**config.mk**
```make
export PLATFORM = sky130hd
export DESIGN_NAME = universal_shift_reg
export DESIGN_NICKNAME = d
export VERILOG_FILES = /design/src/rtl/universal_shift_reg.sv
export SDC_FILE = /design/constraint.sdc
export NUM_CORES = 1
export LEC_CHECK = 0
export BUFFER_PORTS_ARGS = -buffer_cell sky130_fd_sc_hd__clkbuf_2
export CAP_MARGIN = 20
export CORE_ASPECT_RATIO = 2
export CORE_UTILIZATION = 23
export DETAILED_ROUTE_END_ITERATION = 16
export SETUP_SLACK_MARGIN = 0.05
export SLEW_MARGIN = 5
export SYNTH_ARGS = -nofsm -noshare
export SYNTH_HDL_FRONTEND = slang
export SYNTH_SLANG_ARGS = --single-unit
```
**constraint.sdc**
```tcl
create_clock -name clk -period 3.9 [get_ports clk]
set_input_delay 0.195 -clock clk [delete_from_list [all_inputs] [get_ports clk]]
set_output_delay 0.195 -clock clk [all_outputs]
set_load 0.1 [all_outputs]
```
**src/rtl/universal_shift_reg.sv**
```systemverilog
// Universal shift register: hold, shift right, shift left and parallel load,
// with a same-direction shift counter that saturates at WIDTH and a full flag.
module universal_shift_reg #(
  parameter int unsigned      WIDTH   = 8,
  parameter logic [WIDTH-1:0] RST_VAL = '0
) (
  input  logic                         clk,
  input  logic                         rst,
  input  logic                         en,
  input  logic [1:0]                   mode,
  input  logic                         d,
  input  logic [WIDTH-1:0]             pd,
  output logic [WIDTH-1:0]             q,
  output logic                         so_r,
  output logic                         so_l,
  output logic [$clog2(WIDTH+1)-1:0]   cnt,
  output logic                         full
);

  localparam int unsigned   CW      = $clog2(WIDTH + 1);
  localparam logic [CW-1:0] CNT_MAX = CW'(WIDTH);
  localparam logic [CW-1:0] CNT_ONE = CW'(1);

  typedef enum logic [1:0] {
    DIR_NONE  = 2'd0,
    DIR_RIGHT = 2'd1,
    DIR_LEFT  = 2'd2
  } dir_e;

  typedef enum logic [1:0] {
    MODE_HOLD = 2'd0,
    MODE_SHR  = 2'd1,
    MODE_SHL  = 2'd2,
    MODE_LOAD = 2'd3
  } mode_e;

  dir_e             dir;
  dir_e             dir_nxt;
  logic [WIDTH-1:0] q_nxt;
  logic [CW-1:0]    cnt_nxt;
  logic [CW-1:0]    cnt_inc;
  logic             full_nxt;

  // State register; en=0 freezes everything including the last direction.
  always_ff @(posedge clk or negedge rst) begin
    if (!rst) begin
      q    <= RST_VAL;
      cnt  <= '0;
      full <= 1'b0;
      dir  <= DIR_NONE;
    end else if (en) begin
      q    <= q_nxt;
      cnt  <= cnt_nxt;
      full <= full_nxt;
      dir  <= dir_nxt;
    end
  end

  // Next-state: a shift that continues the last direction counts up
  // (saturating), anything else restarts the run at one.
  always_comb begin
    q_nxt   = q;
    cnt_nxt = cnt;
    dir_nxt = dir;
    cnt_inc = (cnt == CNT_MAX) ? cnt : cnt + CNT_ONE;
    case (mode_e'(mode))
      MODE_HOLD: begin
        q_nxt = q;
      end
      MODE_SHR: begin
        q_nxt   = {d, q[WIDTH-1:1]};
        dir_nxt = DIR_RIGHT;
        cnt_nxt = (dir == DIR_RIGHT) ? cnt_inc : CNT_ONE;
      end
      MODE_SHL: begin
        q_nxt   = {q[WIDTH-2:0], d};
        dir_nxt = DIR_LEFT;
        cnt_nxt = (dir == DIR_LEFT) ? cnt_inc : CNT_ONE;
      end
      MODE_LOAD: begin
        q_nxt   = pd;
        dir_nxt = DIR_NONE;
        cnt_nxt = '0;
      end
    endcase
    full_nxt = (cnt_nxt == CNT_MAX);
  end

  assign so_r = q[0];
  assign so_l = q[WIDTH-1];

endmodule

```
# Yosys cells after proc, flatten, opt, wreduce, memory -nomap -nowiden
# Cells that the tools add are included.
dict set report op_classes {
  add_sub_neg 1
  eq_ne 7
  mux 6
  bitwise_logic 1
  n_reduce_logical 4
}
# operator count
set ops {}
lappend ops {{one-hot mux 8 bit (3 select lines)} 1}
lappend ops {{2-to-1 mux 4 bit} 3}
lappend ops {{one-hot mux 4 bit (3 select lines)} 1}
lappend ops {{== test 4 bit (second input constant)} 2}
lappend ops {{== test 2 bit (second input constant)} 3}
lappend ops {{one-hot mux 2 bit (3 select lines)} 1}
lappend ops {{adder 4 x 1 -> 4 bit (second input constant)} 1}
lappend ops {{== test 2 x 1 -> 1 bit (second input constant)} 2}
lappend ops {{AND reduction 2 bit} 2}
lappend ops {{nonzero test 3 bit} 1}
lappend ops {{zero test 2 bit} 1}
lappend ops {{inverter 1 bit} 1}
dict set report totals {
  register_bits 15
  input_bits 14
  word_cells 23
}

# Depth between registers and ports, before layout
# Gate-level depths: netlist of run 1.
dict set report depth {
  ltp_word 5
  ltp_mapped 7
}

# Least setup slack after synthesis of run 1
# OpenSTA, ideal clock, no wires.
dict set report synth_path {
  path_kind {register to register}
  startpoint {reg cnt[0]}
  endpoint {reg full}
  arrival_time_ns 2.289
  slack_ns 1.489
  stages_incl_launch_ff 8
  n_path_buf 0
  synth_period_minus_slack_ns 2.411
  cell_sequence {dfrtp_1 inv_1 ha_1 a21bo_2 mux2i_1 nor4_1 o22a_1 a22o_1}
}
dict set report synth_between {
  elab_chain_cells 5
  elab_cells_between_ends 7
}
# item line_no
set synth_lines {}
lappend synth_lines {{from (decl)} 16} ;# output logic [$clog2(WIDTH+1)-1:0] cnt,
lappend synth_lines {{from (signal assigned)} 53} ;# cnt <= cnt_nxt;
lappend synth_lines {{adder 4 x 1 -> 4 bit / == test 4 bit (equally long branches)} 65} ;# cnt_inc = (cnt == CNT_MAX) ? cnt : cnt + CNT_ONE;
lappend synth_lines {{2-to-1 mux 4 bit} 65}
lappend synth_lines {{2-to-1 mux 4 bit (on tied branches)} {78, 73}}
lappend synth_lines {{one-hot mux 4 bit (3 select lines) *} 66} ;# case (mode_e'(mode))
lappend synth_lines {{== test 4 bit *} 86} ;# full_nxt = (cnt_nxt == CNT_MAX);
lappend synth_lines {{to (signal assigned)} 54} ;# full <= full_nxt;
lappend synth_lines {{to (decl)} 17} ;# output logic full
# Every way passes the cells marked *; elsewhere a longest branch is shown, timed or not.
# A chain may end at the register's enable or synchronous reset.

# Worst setup path after layout of run 1
# Same ends and word-level chain as after synthesis.

==> flow_summary.json, run 1 <==
{
  "outcome": "complete, no violations",
  "core_area_um2": 4130,
  "clk_pin_slew_ns": 0.07,
  "clock-sinks": 15,
  "grt_pass1_vias": 907,
  "htreeDepth": 1,
  "cap_violations": 0,
  "io_pins": 29,
  "ant_nets": 0,
  "die_x_um": 48.5,
  "arrival_ns": 1.94,
  "dp_hpwl_mm": 1.96,
  "drt_wl_total_mm": 2.62,
  "numPlacedInstances": 186,
  "cp-start-kind": "register",
  "p_leak_nw": 0.551,
  "synth_area_leaders": "dfrtp_1 38%, mux2_2 5.7%, o21ai_0 5.0%, nand2_1 4.5%, nor2_1 3.8%",
  "grt_max_degree": 27,
  "setup-tns-final_ns": 0,
  "ctsLongestPathBuffers": 2,
  "syn_inst": 113,
  "post_cts_resized": 0,
  "synth.lib_cells_used.distinct": 35,
  "wl_per_cell_um": 13.7,
  "finalCritPeriodShare_pct": 46.0,
  "final-setup-viol-count": 0,
  "tightest_slew_ns": 0.538,
  "antenna_found_initial": 0,
  "worstRegToRegCells": 7,
  "numCtsBuffers": 3,
  "core.rowCount": 33,
  "hold_depth": 5,
  "finalWeightedCongestion": 0.839,
  "yosys_register_bits": 15,
  "hold_path_class": "in -> reg",
  "synth_top_area_share_pct": 37.8,
  "drive_gt1_share_pct": 29.5,
  "async_flop_share_pct": 100,
  "final_max_slew_viol_count": 0,
  "maxClockFrequency_ghz": 0.557,
  "via_per_inst": 4.80,
  "synth-edff-count": 0,
  "endpoint_kind": "register",
  "synth_area_um2": 993,
  "rsz0062_at_grt": "false",
  "die_h_um": 94.9,
  "clk_latency_ns": 0.25,
  "synth_most_common_cell": "dfrtp_1",
  "grt.total_usage_pct": 12.2,
  "dr.first_iter.drc_count": 31,
  "post-route-util_pct": 29.4,
  "fin_skew_ns": 0.00563,
  "ys_warn_count": 0,
  "crit_fanout": 6,
  "hold_viol_final": 0,
  "tritoncts": "yes",
  "vias": 917,
  "cts-root-buf": "clkbuf_8",
  "synthTopCellsByCount": "15 x dfrtp_1, 12 x nand2_1, 10 x nor2_1, 10 x o21ai_0, 8 x inv_1",
  "firstDrtPassIters": 4,
  "ir_drop_v": 0.000193,
  "synthFlopType": "dfrtp_1",
  "cp_data_required_time_ns": 4.04,
  "initial_core_util_pct": 24.1,
  "crit_type": "reg -> reg",
  "layout.cells.non_filler": 191,
  "yosys.area.top_type": "dfrtp_1",
  "avgSynthCellArea_um2": 8.79,
  "nNetsFinal": 156,
  "grt_pass1_wl_mm": 4.29,
  "relSlewSlack_pct": 63.9,
  "area_growth_pct": 22.0,
  "dieArea_um2": 4600,
  "period_minus_slack_ns": 1.80,
  "syn_nets": 129,
  "num_antenna_cells": 0,
  "yosysSeqAreaShare_pct": 37.8,
  "drc": 0,
  "power_density_nw_per_um2": 489,
  "io_buffers": 28,
  "grt-ovfl-total": 0
}
cell type report:
| type | count | area [um^2] |
|---|---|---|
| Clock buffer | 4 | 45.0 |
| Tap cell | 52 | 65.1 |
| Sequential cell | 15 | 375 |
| Timing Repair Buffer | 29 | 150 |
| Fill cell | 462 | 2920 |
| Inverter | 8 | 30.0 |
| Multi-Input combinational cell | 83 | 547 |
cell families after synthesis:
group                    synth area share (%)
buffers and inverters                    7.18
flip-flops                               37.8
AND/OR/NAND/NOR                          19.0
adder cells (fa/ha/maj)                  2.52
AO/OA/AOI/OAI                            25.9
multiplexers                             6.67
XOR/XNOR                                0.882
critical path: stages, from the launching register on:
cell     delay, ns
dfrtp_1       0.43
inv_1         0.11
ha_1          0.22
a21bo_2       0.21
mux2i_1       0.25
nor4_1        0.08
o22a_1        0.20
a22o_1        0.19
sequential cells by signal, summed over array words and instances (netlist names):
register,cells
cnt,4
full,1
dir,2
q,8
report_power, final:
| group | internal, mW | leakage [nW] | switching [mW] |
|---|---|---|---|
| combinational | 0.0554 | 0.340 | 0.212 |
| clock | 0.0723 | 0.0228 | 0.0557 |
| sequential | 0.175 | 0.188 | 0.0232 |
path summary, 6_finish.rpt:
path,start,to,slack [ns]
max,cnt[0],full,2.10
min reg2reg,full,full,0.53
max reg2reg,cnt[0],full,2.10
min in group asynchronous,rst,cnt[0],0.42
max in group asynchronous,rst,q[2],3.19
min,pd[0],q[0],0.31
what timing repair did:
item,4_1_cts,5_1_grt
hold buffers,1,0
buffers inserted,0,0
hold endpoints to repair,15,0
per-stage QoR:
stage	hold slack, ns	instance area, um^2	setup slack (ns)	total power [mW]
final	0.313	1210	2.10	0.593
after global routing	0.333	1210	1.95	0.624
after CTS	0.313	1210	2.10	0.599
after detailed placement	0.149	1160	2.11	0.469
after global placement	0.137	1160	2.15	0.468
after floorplan	-0.101	993	1.49	0.423
routing by layer:
layer  wire length, um  track usage, %  vias up
met1               983            12.8      436
met5                 0               0        -
met3                84            1.61        2
met4                22            5.88        0
li1                  -               -      459
met2              1530            23.5       20
layout by cell type, fill, tap and decap left out, types with 2 or more instances in the layout:
cell      synthesis  routed
nand2_1          12      12
nor2_1           10      10
ha_1              2       2
a22oi_1           4       4
a31oi_1           2       2
clkbuf_8          0       3
nor4_1            2       2
mux2_2            5       5
o21ai_0          10      10
clkbuf_2          0      28
nor2b_1           2       2
dfrtp_1          15      15
o21a_1            2       2
nor3_1            3       3
o22ai_1           5       5
a221o_1           2       2
nand3_1           2       2
a21oi_1           5       5
inv_1             8       8
(Power assumes the default switching activity.)
==> run 2: changes to the inputs <==
==> constraint.sdc (replaced) <==
create_clock -name clk -period 1.6 [get_ports clk]
set_input_delay 0.08 -clock clk [delete_from_list [all_inputs] [get_ports clk]]
set_output_delay 0.08 -clock clk [all_outputs]
set_load 0.1 [all_outputs]
==> run 2 against run 1 <==
Net effect:
- the run now ends with negative setup slack left
- first-iteration DRC count down 68%
- die area unchanged
- power rose to 2.6 times the previous value
- clock-buffer cell count unchanged
- largest cell class unchanged
==> flow_summary.json, run 2 (synthesis results as in run 1) <==
{
  "violations": "negative setup slack",
  "endpoint_kind": "register",
  "layout_common_cells": "28 x clkbuf_2, 12 x nand2_1, 12 x buf_4, 11 x dfrtp_1, 10 x o21ai_0",
  "dieArea_um2": 4600,
  "io_pins": 29,
  "clk_pin_slew_ns": 0.06,
  "io_buffers": 28,
  "cts-root-buf": "clkbuf_8",
  "vias": 998,
  "post-route-util_pct": 32.8,
  "top_register": "q",
  "final_max_slew_viol_count": 0,
  "clk_latency_ns": 0.25,
  "p_leak_nw": 0.611,
  "antenna_found_initial": 0,
  "final-setup-viol-count": 2,
  "drt_wl_total_mm": 2.80,
  "cpMaxStageDelayCell": "dfrtp_4",
  "crit_path_cell_trace": "inv_4, ha_4, nand3b_1, xnor2_2, buf_4, nor2_2, o22ai_1, a221o_1",
  "finalInstanceArea_um2": 1350,
  "rsz0062_at_grt": "true",
  "cp_data_required_time_ns": 1.73,
  "ir_drop_v": 0.000389,
  "place_area_um2": 1270,
  "clock-sinks": 15,
  "area_growth_pct": 36.1,
  "max_stage_delay_ns": 0.50,
  "finalCritPeriodShare_pct": 107,
  "num_antenna_cells": 0,
  "relSlewSlack_pct": 63.9,
  "grt_pass1_wl_mm": 4.47,
  "dr.first_iter.drc_count": 10,
  "numCtsBuffers": 3,
  "period_minus_slack_ns": 1.72,
  "finalWeightedCongestion": 0.794,
  "reg_top3": "q: 8 flops, cnt: 4 flops, dir: 2 flops",
  "grt.total_usage_pct": 13.0,
  "ant_nets": 0,
  "dp_hpwl_mm": 2.17,
  "firstDrtPassIters": 4,
  "htreeDepth": 1,
  "hold_path_class": "in -> reg",
  "p_total_mw": 1.52,
  "grt_pass1_vias": 1007,
  "cap_violations": 0,
  "layout.cells.non_filler": 203,
  "core.rowCount": 33,
  "via_per_inst": 4.92,
  "outcome": "finished, violations left",
  "numPlacedInstances": 197,
  "drive_gt1_share_pct": 42.4,
  "die_x_um": 48.5,
  "hold_viol_final": 0,
  "maxClockFrequency_ghz": 0.582,
  "cp-start-kind": "register",
  "grt_max_degree": 19,
  "crit_fanout": 4,
  "setup_ws_ns": -0.118,
  "largest_reg_flops": 8,
  "wl_per_cell_um": 13.8,
  "ctsLongestPathBuffers": 2,
  "fin_skew_ns": 0.00192,
  "tritoncts": "yes",
  "tightest_slew_ns": 0.544,
  "power_density_nw_per_um2": 1130,
  "grt-ovfl-total": 0,
  "crit_type": "reg -> reg",
  "initial_core_util_pct": 24.1,
  "nNetsFinal": 168,
  "arrival_ns": 1.85,
  "die_h_um": 94.9,
  "core_area_um2": 4130,
  "mostFrequentLayoutCell": "clkbuf_2",
  "drc": 0
}
==> run 2: cell types whose count changed in the layout (fill, tap and decap cells not counted), moves of 2 or more <==
| cell | delta |
|---|---|
| buf_4 | +12 |
| dfrtp_1 | -4 |
| dfrtp_2 | +2 |
| dfrtp_4 | +2 |
| ha_1 | -2 |
| inv_1 | -2 |
==> run 2: what timing repair did <==
item	in CTS	in global routing
cloned	0	0
endpoints found under the hold margin	15	0
hold buffers	1	0
gates resized for setup	2	2
setup buffers	0	1
pin swaps	0	1
setup endpoints to repair	2	2
==> run 2: worst max-delay path, delay by kind of cell, from the launching register on <==
family / cells / cell delay (ns)
buf+inv: 2 / 0.22
simple gates: 2 / 0.19
xor+xnor: 1 / 0.20
flops: 1 / 0.50
fa+ha+maj: 1 / 0.12
compound gates: 2 / 0.36
==> run 2: report_power, final <==
group	switching (mW)	internal, mW	total (mW)
Combinational	0.539	0.184	0.723
Clock	0.134	0.176	0.310
Sequential	0.0585	0.430	0.489
==> run 2: metal layers <==
metal  wire length, um  global-route usage, %
met1              1040                   12.8
met3                95                   1.77
met5                 0                      0
met4                80                   8.09
met2              1590                   24.9
==> run 2: path summary, 6_finish.rpt <==
kind | from | end | slack [ns] | cells after the start
worst max-delay path | cnt[0] | cnt[0] | -0.12 | 8
worst min-delay path | d | q[0] | 0.21 | 5
worst max register to register | cnt[0] | cnt[0] | -0.12 | 8
worst min register to register | full | full | 0.51 | 1
max in group asynchronous | rst | cnt[0] | 0.99 | 2
min in group asynchronous | rst | cnt[1] | 0.29 | 2
==> run 2: area by class of cell <==
class	count	area [um^2]
clock buffers	4	45.0
flip-flops and latches	15	385
inverters	8	32.5
repair buffers	41	240
fillers	479	2780
well taps	52	65.1
multi-input cells	83	584
==> run 2: stage by stage <==
step           TNS, ns  setup slack, ns  hold WS (ns)
3_3_place_gp    -0.120          -0.0793        0.0285
4_1_cts         -0.158          -0.0855         0.211
5_1_grt         -0.368           -0.188         0.239
3_5_place_dp    -0.159          -0.0957        0.0255
6_report        -0.214           -0.118         0.210
2_1_floorplan   -0.333           -0.230        -0.216
